`src/rtl/monolith_arbiter_if.sv`:
```
// Request/response bundle between the Monolith hash requesters and the arbiter.
// Modport slave is the arbiter side and modport master is the requester/consumer side.
interface monolith_arbiter_if #(
   parameter int NREQ = 2
) ();
   localparam int IDW = $clog2(NREQ);

   logic [NREQ-1:0]    req_valid;
   logic [NREQ-1:0]    req_ready;
   logic [NREQ*31-1:0] req_in1;
   logic [NREQ*31-1:0] req_in2;
   logic [NREQ-1:0]    req_mode;
   logic               resp_valid;
   logic               resp_ready;
   logic [30:0]        resp_data;
   logic [IDW-1:0]     resp_id;
   logic               resp_err;

   modport slave (
      input  req_valid, req_in1, req_in2, req_mode, resp_ready,
      output req_ready, resp_valid, resp_data, resp_id, resp_err
   );

   modport master (
      output req_valid, req_in1, req_in2, req_mode, resp_ready,
      input  req_ready, resp_valid, resp_data, resp_id, resp_err
   );
endinterface

```
`src/rtl/monolith_arbiter.sv`:
```
// Round-robin arbiter sharing one Monolith hash core between NREQ requesters.
// Optional RUN watchdog: define MONOLITH_ARB_WATCHDOG_EN (abort after TIMEOUT RUN cycles).
module monolith_arbiter #(
   parameter int NREQ    = 2,
   parameter int TIMEOUT = 64
) (
   input  logic              clk,
   input  logic              reset,
   monolith_arbiter_if.slave bus,
   output logic              core_go,
   output logic [30:0]       core_in1,
   output logic [30:0]       core_in2,
   output logic              core_mode,
   input  logic              core_valid,
   input  logic [30:0]       core_out,
   output logic [1:0]        dbg_state
);
   localparam int IDW = $clog2(NREQ);

   if (NREQ < 2 || NREQ > 8 || TIMEOUT < 1) begin : g_param_check
      $error("monolith_arbiter: NREQ must be 2..8 and TIMEOUT >= 1");
   end

   typedef enum logic [1:0] {
      IDLE = 2'd0,
      LOAD = 2'd1,
      RUN  = 2'd2,
      DONE = 2'd3
   } state_t;

   state_t         state, state_nxt;
   logic [IDW-1:0] last_grant;
   logic [IDW-1:0] grant_idx;
   logic           grant_any;
   logic [30:0]    sel_in1, sel_in2;
   logic           sel_mode;
   logic [30:0]    lat_in1, lat_in2;
   logic           lat_mode;
   logic [30:0]    resp_data_q;
   logic [IDW-1:0] resp_id_q;
   logic           run_done;
   logic           accept;

`ifdef MONOLITH_ARB_WATCHDOG_EN
   localparam int WDW = $clog2(TIMEOUT + 1);
   logic [WDW-1:0] wd_cnt;
   logic           run_timeout;
   logic           resp_err_q;
`endif

   // Round-robin search: indices above last_grant first, then wrap to the low ones.
   always_comb begin
      grant_any = 1'b0;
      grant_idx = '0;
      sel_in1   = '0;
      sel_in2   = '0;
      sel_mode  = 1'b0;
      for (int i = 0; i < NREQ; i++) begin
         if (!grant_any && i > int'(last_grant) && bus.req_valid[i]) begin
            grant_any = 1'b1;
            grant_idx = IDW'(i);
            sel_in1   = bus.req_in1[i*31 +: 31];
            sel_in2   = bus.req_in2[i*31 +: 31];
            sel_mode  = bus.req_mode[i];
         end
      end
      for (int i = 0; i < NREQ; i++) begin
         if (!grant_any && i <= int'(last_grant) && bus.req_valid[i]) begin
            grant_any = 1'b1;
            grant_idx = IDW'(i);
            sel_in1   = bus.req_in1[i*31 +: 31];
            sel_in2   = bus.req_in2[i*31 +: 31];
            sel_mode  = bus.req_mode[i];
         end
      end
   end

   // Handshakes: a transfer happens on a rising edge where valid and ready are both high.
   // req_ready is a one-hot strobe raised only in IDLE; resp_valid holds in DONE until resp_ready.
   assign accept = (state == IDLE) && !reset && grant_any;

   always_comb begin
      state_nxt = state;
      run_done  = 1'b0;
`ifdef MONOLITH_ARB_WATCHDOG_EN
      run_timeout = 1'b0;
`endif
      case (state)
         IDLE: if (grant_any) state_nxt = LOAD;
         LOAD: state_nxt = RUN;
         RUN: begin
            if (core_valid) begin
               run_done  = 1'b1;
               state_nxt = DONE;
            end
`ifdef MONOLITH_ARB_WATCHDOG_EN
            else if (wd_cnt == WDW'(TIMEOUT - 1)) begin
               run_timeout = 1'b1;
               state_nxt   = DONE;
            end
`endif
         end
         DONE: if (bus.resp_ready) state_nxt = IDLE;
         default: state_nxt = IDLE;
      endcase
   end

   always_comb begin
      bus.req_ready = '0;
      if (accept) bus.req_ready[grant_idx] = 1'b1;
   end

   always_ff @(posedge clk) begin
      if (reset) begin
         state       <= IDLE;
         last_grant  <= IDW'(NREQ - 1);
         lat_in1     <= '0;
         lat_in2     <= '0;
         lat_mode    <= 1'b0;
         resp_data_q <= '0;
         resp_id_q   <= '0;
      end else begin
         state <= state_nxt;
         if (accept) begin
            lat_in1   <= sel_in1;
            lat_in2   <= sel_in2;
            lat_mode  <= sel_mode;
            resp_id_q <= grant_idx;
         end
         if (run_done) resp_data_q <= core_out;
`ifdef MONOLITH_ARB_WATCHDOG_EN
         if (run_timeout) resp_data_q <= '0;
`endif
         if (state == DONE && bus.resp_ready) last_grant <= resp_id_q;
      end
   end

`ifdef MONOLITH_ARB_WATCHDOG_EN
   // Counter is zero on the first RUN cycle and counts RUN cycles already spent.
   always_ff @(posedge clk) begin
      if (reset) begin
         wd_cnt     <= '0;
         resp_err_q <= 1'b0;
      end else begin
         if (state == LOAD)     wd_cnt <= '0;
         else if (state == RUN) wd_cnt <= wd_cnt + 1'b1;
         if (run_done)          resp_err_q <= 1'b0;
         else if (run_timeout)  resp_err_q <= 1'b1;
      end
   end
   assign bus.resp_err = resp_err_q;
`else
   assign bus.resp_err = 1'b0;
`endif

   assign core_go        = (state == RUN);
   assign core_in1       = lat_in1;
   assign core_in2       = lat_mode ? lat_in2 : 31'd0;
   assign core_mode      = lat_mode;
   assign bus.resp_valid = (state == DONE);
   assign bus.resp_data  = resp_data_q;
   assign bus.resp_id    = resp_id_q;
   assign dbg_state      = state;
endmodule

```
`src/flat_wrapper.sv`:
```
// flat-port wrapper written by rule: the top's interface ports become plain ports
module monolith_arbiter_flat 
#(
   parameter int NREQ    = 2,
   parameter int TIMEOUT = 64
)
  (clk, reset, core_go, core_in1, core_in2, core_mode, core_valid, core_out, dbg_state, bus_req_valid, bus_req_in1, bus_req_in2, bus_req_mode, bus_resp_ready, bus_req_ready, bus_resp_valid, bus_resp_data, bus_resp_id, bus_resp_err);
  monolith_arbiter_if #(.NREQ(NREQ)) bus_i ();
  input  logic clk;
  input  logic reset;
  output logic core_go;
  output logic [30:0] core_in1;
  output logic [30:0] core_in2;
  output logic core_mode;
  input  logic core_valid;
  input  logic [30:0] core_out;
  output logic [1:0] dbg_state;
  input wire logic [$bits(bus_i.req_valid)-1:0] bus_req_valid;
  input wire logic [$bits(bus_i.req_in1)-1:0] bus_req_in1;
  input wire logic [$bits(bus_i.req_in2)-1:0] bus_req_in2;
  input wire logic [$bits(bus_i.req_mode)-1:0] bus_req_mode;
  input wire logic [$bits(bus_i.resp_ready)-1:0] bus_resp_ready;
  output wire logic [$bits(bus_i.req_ready)-1:0] bus_req_ready;
  output wire logic [$bits(bus_i.resp_valid)-1:0] bus_resp_valid;
  output wire logic [$bits(bus_i.resp_data)-1:0] bus_resp_data;
  output wire logic [$bits(bus_i.resp_id)-1:0] bus_resp_id;
  output wire logic [$bits(bus_i.resp_err)-1:0] bus_resp_err;
  assign bus_i.req_valid = bus_req_valid;
  assign bus_i.req_in1 = bus_req_in1;
  assign bus_i.req_in2 = bus_req_in2;
  assign bus_i.req_mode = bus_req_mode;
  assign bus_i.resp_ready = bus_resp_ready;
  assign bus_req_ready = bus_i.req_ready;
  assign bus_resp_valid = bus_i.resp_valid;
  assign bus_resp_data = bus_i.resp_data;
  assign bus_resp_id = bus_i.resp_id;
  assign bus_resp_err = bus_i.resp_err;
  monolith_arbiter #(.NREQ(NREQ), .TIMEOUT(TIMEOUT)) u_core (.clk(clk), .reset(reset), .bus(bus_i), .core_go(core_go), .core_in1(core_in1), .core_in2(core_in2), .core_mode(core_mode), .core_valid(core_valid), .core_out(core_out), .dbg_state(dbg_state));
endmodule
```
`config.mk`:
```
export PLATFORM = sky130hd
export DESIGN_NAME = monolith_arbiter_flat
export DESIGN_NICKNAME = d
export VERILOG_FILES = /design/src/rtl/monolith_arbiter_if.sv /design/src/rtl/monolith_arbiter.sv /design/src/flat_wrapper.sv
export SDC_FILE = /design/constraint.sdc
export NUM_CORES = 1
export LEC_CHECK = 0
export CELL_PAD_IN_SITES_DETAIL_PLACEMENT = 0
export CELL_PAD_IN_SITES_GLOBAL_PLACEMENT = 1
export CORE_UTILIZATION = 28
export CTS_CLUSTER_SIZE = 12
export DETAILED_ROUTE_END_ITERATION = 7
export MAX_ROUTING_LAYER = met4
export PLACE_DENSITY_LB_ADDON = 0.1
export SETUP_SLACK_MARGIN = 0.1
export SLEW_MARGIN = 20
export SYNTH_ARGS = -nofsm -noshare
export SYNTH_HDL_FRONTEND = slang
export SYNTH_SLANG_ARGS = --single-unit
```
`constraint.sdc`:
```
create_clock -name clk -period 2.3 [get_ports clk]
set_input_delay 0.345 -clock clk [delete_from_list [all_inputs] [get_ports clk]]
set_output_delay 0.345 -clock clk [all_outputs]
set_load 0.02 [all_outputs]
```
==> metrics.cfg, run 1 <==
[outcome]
outcome = completed

[worst_setup_path]
startpoint_type = flop
critical_path_required_ns = 1.96
max_stage_delay_ns = 0.63
setup.worst_path.end_class = output port
worstSetupPathType = reg -> out
worstPathCellList = buf_4, and2_1, clkdlybuf4s50_1
cpMaxStageDelayCell = clkdlybuf4s50_1
arrival_ns = 1.70
path_max_fanout = 22
reg2reg_slack_ns = 0.35
reg2reg_depth = 6

[layout]
final_area_mm2 = 0.00740
syn2layout_area_growth_pct = 68.7
nNetsFinal = 899
n_antenna_cell = 0
layout-drive-gt1-share_pct = 4.62
utilization_pct = 48.5

[detailed_routing]
wl_met3_um = 985
drt_iter0_markers = 230
vias = 4474
routed.top_layer = met4
drt_wl_total_um = 15400
first_pass_iters = 6
via_per_inst = 4.72
m1WireLength_um = 6750
drcViolationCount = 0
wl_met2_um = 7450
route.antenna.remaining_nets = 0
detail_route.wl_per_cell_um = 16.3

[yosys]
yosys_warnings = 0
synth_edf_count = 0
yosys.area.top_type_share_pct = 44.7
synth_nets = 662
yosysUniqueCellTypes = 26
synth_common_cells = dfxtp_1, nand2_1, inv_1, a211oi_1, o32ai_1
synth-seq-cells = 98
yosys-top-cells-area = dfxtp_1, o32ai_1, a211oi_1
yosys.area.top_type = dfxtp_1
seq_area_frac_synth_pct = 44.7
async_flop_share_pct = 0
syn_area_per_cell_um2 = 8.86
synth.most_common_cell = dfxtp_1
mappedNetlistArea_mm2 = 0.00439
syn_inst = 495
synthFlopType = dfxtp_1

[placed_design]
io_buffers = 263
placed_area_mm2 = 0.00709
hpwl_um = 10500
gp_congestion = 0.756

[sta]
finalMaxSlewViolations = 0
rsz0062_at_grt = no
setup_viol = 0
fmax_mhz = 488
period_share_pct = 89.1
finalSetupTns_ns = 0
slew_headroom_pct = 49.9
hold_viol_final = 0
fin_crit_ns = 2.05
finClkSkew_ns = 0.00454
tightest_slew_ns = 0.751

[cts]
clock-sinks = 98
clk_latency_ns = 0.34
cts_made_buffers = 9
cts-root-buf = clkbuf_16
clk_pin_slew_ns = 0.07
cts_tree = built
cts_max_path_buffers = 2
postCtsSetupBuffers = 0
htreeDepth = 3

[run]
max_cap_viol_count = 0

[floorplan]
ioPinCount = 265
die_h_um = 127
die_area_mm2 = 0.0162
num_rows = 45
core_area_mm2 = 0.0153
die_x_um = 127
initial_utilization_pct = 28.7

[min_path]
hold_path_depth = 2
hp-class = reg -> reg

[grt]
grt_pass1_vias = 4421
antenna_found_initial = 0
grt_max_degree = 97
grt_pass1_wl_um = 23900
grt_overflow = 0
grtUsageTotal_pct = 19.5

[power_and_ir_drop]
p_leak_nw = 2.78
power_mw = 6.86
ir_worst_vdd_mv = 0.420
powerDensity_mw_per_mm2 = 927

[layout make-up]
cell class,instances,area (µm²)
well taps,211,264
multi-input cells,281,1830
inverters,66,248
fillers,1477,7860
clock buffers,13,270
flip-flops and latches,98,1960
repair buffers,276,2790
clock inverters,2,35.0
[critical path: cells and delay by family, from the launching register on]
family / cells / cell delay [ns]
buffers and inverters: 2 / 0.86
DFF: 1 / 0.33
and+or+nand+nor: 1 / 0.16
[cells by family (layout without fill, tap and decap cells)]
kind of cell    count (synthesis)  count (layout)  share of synthesized area, %
buf+inv                       116             357                          13.8
simple gates                  112             112                          12.0
other cells                     1               1                        0.0855
flops                          98              98                          44.7
compound gates                164             164                          28.2
fa+ha+maj                       4               4                          1.14
[per-stage QoR]
stage          setup WS [ns]  std cells  hold slack (ns)
3_5_place_dp           0.116        932            0.447
3_3_place_gp           0.107        932            0.442
2_1_floorplan          0.524        495            0.476
5_1_grt                0.142        947            0.474
6_report               0.251        947            0.451
4_1_cts                0.221        947            0.457
[final timing paths]
kind | from | endpoint
max | u_core.core_mode | core_in2[7]
min | u_core.bus.resp_data[24] | u_core.bus.resp_data[24]
max reg2reg | u_core.dbg_state[0] | u_core.core_in1[9]
min reg2reg | u_core.bus.resp_data[24] | u_core.bus.resp_data[24]
[layout by cell type (no fill, tap or decap)]
master and instances:
bufinv_16 1, o21a_2 1, o21a_1 2, buf_12 5, clkdlybuf4s50_1 260, a21oi_1 32, clkinv_2 1, dlygate4sd2_1 2
nand2_1 67, clkbuf_8 3, dfxtp_1 98, and2_4 1, clkbuf_16 9, and2_1 32, nor4_1 1, buf_4 9
inv_1 66, nor2b_1 2, ha_2 1, nor3b_1 1, nor4b_1 1, o32ai_1 63, conb_1 1, nor2b_4 1
nor2_1 2, a211oi_1 63, nand2_2 1, nor3_1 1, a21boi_2 1, o31a_1 2, ha_1 3, clkbuf_1 1
nand3_1 2
[flip-flops by register name (all words and copies together) (netlist names)]
name / count
u_core.last_grant: 1
u_core.dbg_state: 2
u_core.bus.resp_data: 31
u_core.lat_in2: 31
u_core.core_mode: 1
u_core.core_in1: 31
u_core.bus.resp_id: 1
[timing repair]
item / 4_1_cts / 5_1_grt
gates resized for setup: 3 / 0
endpoints found under the setup margin: 2 / 0
hold buffers: 0 / 0
[layer usage]
layer,GRT usage [%],vias to the layer above
met5,-,-
met4,6.65,0
met3,4.23,15
met2,32.2,162
met1,23.6,2071
li1,-,2226
[power by group]
group | internal (mW) | switching, mW | leakage [nW]
Combinational | 1.44 | 1.52 | 1.82
Clock | 0.926 | 0.645 | 0.152
Sequential | 2.12 | 0.213 | 0.808
No activity file was read; power rests on OpenSTA's default activity.
==> inputs of run 2 (changes only) <==
Settings changed: CORE_UTILIZATION 28 to 24.
Clock period 2.3 ns to 1.75 ns, I/O delays scaled along.
==> metrics.cfg, run 2 (same netlist as run 1, synthesis figures left out) <==
[placed_design]
gp_congestion = 0.775  ; +2.4%
io_buffers = 263  ; unchanged
dp.cells = 959  ; +2.9%
hpwl_um = 11200  ; +7.3%

[layout]
instances_no_fill = 986  ; +4.1%
final_cell_mix = clkdlybuf4s50_1, dfxtp_1, nand2_1
ff_latch_area_mm2 = 0.00196  ; +0.13%
n_fill_cell = 1768  ; +20%
utilization_pct = 42.8  ; -5.7 points
nNetsFinal = 919  ; +2.2%
syn2layout_area_growth_pct = 75.4
multi_input_area_mm2 = 0.00187  ; +2.3%
n_antenna_cell = 0  ; unchanged
layout-drive-gt1-share_pct = 11.5  ; +6.9 points
layout_commonest_cell = clkdlybuf4s50_1

[cts]
clock-sinks = 98  ; unchanged
htreeDepth = 3  ; unchanged
clk_latency_ns = 0.34  ; about the same
clk_pin_slew_ns = 0.07  ; about the same
cts_tree = built
cts_max_path_buffers = 2  ; unchanged
cts_hold_buf = 0  ; unchanged
cts_made_buffers = 9  ; unchanged
cts-root-buf = clkbuf_16

[grt]
grt_overflow = 0  ; unchanged
grt_pass1_wl_um = 25000  ; +4.2%
antenna_found_initial = 0  ; unchanged
grt_pass1_vias = 4569  ; +3.3%
grt_max_degree = 73  ; -25%
grtUsageTotal_pct = 18.1  ; -1.5 points

[worst_setup_path]
arrival_ns = 1.43  ; -0.27 ns
setup.worst_path.end_class = output port
critical_path_required_ns = 1.49  ; -0.47 ns
path_max_fanout = 4  ; -82%
worstSetupPathType = in -> out
startpoint_type = input port

[floorplan]
die_x_um = 137  ; +7.9%
num_rows = 49  ; +8.9%
core_area_mm2 = 0.0180  ; +18%
ioPinCount = 265  ; unchanged
initial_utilization_pct = 24.4  ; -4.3 points
die_h_um = 137  ; +7.9%
die_area_mm2 = 0.0188  ; +16%

[detailed_routing]
drt_wl_total_um = 16900  ; +9.8%
first_pass_iters = 6  ; unchanged
drcViolationCount = 0  ; unchanged
vias = 4624  ; +3.4%
via_per_inst = 4.69  ; -0.74%
route.antenna.remaining_nets = 0  ; unchanged
drt_iter0_markers = 169  ; -27%
detail_route.wl_per_cell_um = 17.2  ; +5.5%

[power_and_ir_drop]
ir_worst_vdd_mv = 0.528  ; +26%
powerDensity_mw_per_mm2 = 1230  ; +33%
p_leak_nw = 2.99  ; +7.8%

[sta]
fin_crit_ns = 1.69
setup_viol = 0  ; unchanged
finalMaxSlewViolations = 0  ; unchanged
rsz0062_at_grt = yes
tightest_slew_ns = 0.857  ; +0.106 ns
finClkSkew_ns = 0.00657  ; +0.00202 ns
period_share_pct = 96.5
fmax_mhz = 592
hold_viol_final = 0  ; unchanged
slew_headroom_pct = 42.9  ; -7.1 points

[min_path]
hp-class = reg -> reg

[run]
max_cap_viol_count = 0  ; unchanged

[outcome]
outcome = completed

## run 2: cell count changes in the layout (fill, tap and decap cells not counted), sizes merged, moves of 2 or more
cell / change
bufbuf: +2
dlygate4sd2: +3
buf: +19
clkdlybuf4s15: +19
clkbuf: +13
clkdlybuf4s50: -37
## run 2: routing by layer
metal | vias up | share of wire, % | global-route usage, %
li1 | 2269 | - | -
met1 | 2152 | 42 | 21.1
met2 | 182 | 49 | 30.1
met3 | 21 | 7.2 | 4.30
met4 | 0 | 1.7 | 6.47
met5 | - | 0 | -
## run 2: report_power, final
| group | internal, mW | leakage (nW) | switching (mW) |
|---|---|---|---|
| clock network | 1.23 | 0.152 | 0.869 |
| logic | 2.15 | 2.03 | 2.14 |
| registers | 2.79 | 0.808 | 0.278 |
## run 2: final timing paths
check	startpoint	endpoint	cells past startpoint	slack, ns
worst max-delay path	bus_req_valid[0]	bus_req_ready[0]	6	0.06
worst min-delay path	u_core.bus.resp_data[12]	u_core.bus.resp_data[12]	2	0.45
worst max register to register	u_core.dbg_state[0]	u_core.lat_in2[24]	7	0.21
worst min register to register	u_core.bus.resp_data[12]	u_core.bus.resp_data[12]	2	0.45
## run 2: worst max-delay path, stage by stage
cell             delay, ns
clkdlybuf4s50_1       0.49
buf_4                 0.15
nand2_4               0.06
buf_12                0.13
nor3_4                0.18
buf_6                 0.15
## run 2: final cells by class
cell class | instances | share of cell area, %
Timing Repair Buffer | 296 | 39.1
Sequential cell | 98 | 25.5
Multi-Input combinational cell | 281 | 24.3
Tap cell | 229 | 3.72
Clock buffer | 13 | 3.51
Inverter | 66 | 3.22
Clock inverter | 3 | 0.602
## run 2: timing repair
action | CTS | global route
setup endpoints to repair | 38 | 37
buffers inserted | 5 | 3
pin swaps | 2 | 3
hold endpoints to repair | 0 | 0
gates resized for setup | 76 | 30
cloned | 2 | 1
## run 2: through the flow
stage | total power [mW] | instance area, µm² | worst slack (ns) | hold WS (ns) | TNS [ns]
floorplan | 5.38 | 4390 | 0.117 | 0.399 | 0
global placement | 7.15 | 7240 | -0.215 | 0.442 | -0.240
detailed placement | 7.22 | 7240 | -0.217 | 0.447 | -0.934
CTS | 9.48 | 7670 | 0.0506 | 0.441 | 0
global route | 10.1 | 7690 | 0.0151 | 0.457 | 0
finish | 9.46 | 7690 | 0.0617 | 0.455 | 0
==> inputs of run 3 (changes only) <==
Settings changed: CTS_CLUSTER_SIZE 12 to 14, REMOVE_ABC_BUFFERS from default to 1.
==> metrics.cfg, run 3 (same netlist as run 1, synthesis figures left out) <==
[sta]
fin_ws_ns = 0.141  ; +0.0797 ns
setup_viol = 0  ; unchanged
finalMaxSlewViolations = 0  ; unchanged
fmax_mhz = 622  ; +5.0%
finalSetupTns_ns = 0  ; unchanged
period_share_pct = 91.9  ; -4.6 points
hold_viol_final = 0  ; unchanged
finClkSkew_ns = 0.00792  ; +0.00135 ns
rsz0062_at_grt = yes
fin_crit_ns = 1.61  ; -0.0797 ns

[cts]
htreeDepth = 3  ; unchanged
clock-sinks = 98  ; unchanged
clk_pin_slew_ns = 0.07  ; about the same
cts_made_buffers = 9  ; unchanged
cts_max_path_buffers = 2  ; unchanged
clk_latency_ns = 0.35  ; about the same
cts-root-buf = clkbuf_16
cts_tree = built

[grt]
grt_max_degree = 95  ; +30%
grt_pass1_vias = 4513  ; -1.2%
antenna_found_initial = 0  ; unchanged
grtUsageTotal_pct = 17.8  ; -0.30 points
grt_pass1_wl_um = 24300  ; -2.5%
grt_overflow = 0  ; unchanged

[floorplan]
die_area_mm2 = 0.0188  ; unchanged
num_rows = 49  ; unchanged
die_x_um = 137  ; unchanged
initial_utilization_pct = 24.4  ; unchanged
die_h_um = 137  ; unchanged
core_area_mm2 = 0.0180  ; unchanged
ioPinCount = 265  ; unchanged

[detailed_routing]
drcViolationCount = 0  ; unchanged
route.antenna.remaining_nets = 0  ; unchanged
detail_route.wl_per_cell_um = 17.1  ; -0.67%
via_per_inst = 4.71  ; +0.35%
vias = 4598  ; -0.56%
drt_wl_total_um = 16700  ; -1.6%
drt_iter0_markers = 153  ; -9.5%
first_pass_iters = 4  ; -2

[worst_setup_path]
arrival_ns = 1.35  ; -0.08 ns
cpMaxStageDelayCell = dfxtp_1
max_stage_delay_ns = 0.35  ; -0.14 ns
worstSetupPathType = reg -> out
startpoint_type = flop
path_max_fanout = 13  ; +9
critical_path_required_ns = 1.49  ; about the same
setup.worst_path.end_class = output port
worstPathCellList = buf_4, and2_1, clkdlybuf4s15_1

[placed_design]
hpwl_um = 11100  ; -1.5%
gp_congestion = 0.799  ; +3.1%
place_ws_ns = -0.263  ; -0.0459 ns
io_buffers = 263  ; unchanged

[power_and_ir_drop]
ir_worst_vdd_mv = 0.755  ; +43%
switchingPower_mw = 3.24  ; -1.7%
powerDensity_mw_per_mm2 = 1240  ; +0.58%
p_int_mw = 6.05  ; -1.9%
swShare_pct = 34.8  ; +0.059 points
p_seq_share_pct = 32.8  ; +0.4 points
pwr-share-clk_pct = 23.3  ; +1.1 points
p_leak_nw = 2.92  ; -2.4%
combPwrFrac_pct = 43.9  ; -1.5 points

[layout]
n_antenna_cell = 0  ; unchanged
final_cell_mix = clkdlybuf4s50_1, dfxtp_1, nand2_1
nNetsFinal = 910  ; -0.98%
ff_latch_area_mm2 = 0.00196  ; -0.13%
n_fill_cell = 1768  ; unchanged
layout_commonest_cell = clkdlybuf4s50_1
layout-drive-gt1-share_pct = 10.4  ; -1.1 points
syn2layout_area_growth_pct = 71.1
multi_input_area_mm2 = 0.00185  ; -1.4%

[run]
max_cap_viol_count = 0  ; unchanged

[min_path]
hp-class = in -> reg

[outcome]
outcome = completed

-- run 3: cell types whose count changed in the layout (fill, tap and decap cells not counted), moves of 3 or more --
cell / before / now
buf_6: 1 / 4
clkbuf_2: 12 / 24
clkdlybuf4s15_1: 8 / 4
buf_12: 9 / 6
buf_16: 0 / 3
clkdlybuf4s15_2: 11 / 3
buf_4: 22 / 12
-- run 3: power groups by stage --
stage          logic (mW)  clock network [mW]  registers, mW
3_5_place_dp         4.06                   0           3.09
5_1_grt              4.40                2.34           3.12
2_1_floorplan        1.59                   0           3.48
3_3_place_gp         4.02                   0           3.07
4_1_cts              4.11                2.26           3.05
6_report             4.07                2.17           3.05
-- run 3: worst paths after layout --
check                                              start                        to  slack [ns]  depth (start not counted)
worst max register to register       u_core.dbg_state[1]       u_core.core_in1[28]        0.22                          6
worst min register to register  u_core.bus.resp_data[10]  u_core.bus.resp_data[10]        0.45                          2
worst min-delay path                               reset        u_core.bus.resp_id        0.16                          2
worst max-delay path                    u_core.core_mode               core_in2[6]        0.14                          3
-- run 3: metrics by stage --
step / util [%] / instance area, µm² / hold WS [ns] / total power, mW / instances
final: 41.8 / 7510 / 0.158 / 9.29 / 977
after detailed placement: 40.1 / 7210 / 0.446 / 7.15 / 959
after CTS: 42.1 / 7560 / 0.139 / 9.42 / 976
after global placement: 40.1 / 7210 / 0.443 / 7.08 / 959
after floorplan: - / 4030 / 0.332 / 5.07 / 445
after global routing: 41.8 / 7510 / 0.152 / 9.86 / 977
-- run 3: worst max-delay path: cells and delay by family, from the launching register on --
| kind | cells | cell delay, ns |
|---|---|---|
| and+or+nand+nor | 1 | 0.14 |
| DFF | 1 | 0.35 |
| buffers and inverters | 2 | 0.51 |
-- run 3: cell type report --
| type | count | share of cell area, % |
|---|---|---|
| clock buffers | 11 | 3.23 |
| clock inverters | 5 | 1.03 |
| inverters | 66 | 3.30 |
| multi-input cells | 281 | 24.6 |
| flip-flops and latches | 98 | 26.1 |
| well taps | 229 | 3.82 |
| repair buffers | 287 | 37.9 |
-- run 3: per-layer routing --
metal | track usage (%) | wire length, µm | vias up
met5 | - | 0 | -
met4 | 8.36 | 498 | 0
met3 | 2.76 | 806 | 28
met2 | 29.6 | 8130 | 155
met1 | 20.9 | 7230 | 2157
li1 | - | - | 2258
-- run 3: what timing repair did --
item                                   in CTS  in global routing
hold buffers                                0                  0
setup buffers                               0                  0
cloned                                      1                  1
endpoints found under the hold margin       0                  0
resized for setup                          74                 47
setup endpoints to repair                  84                 92
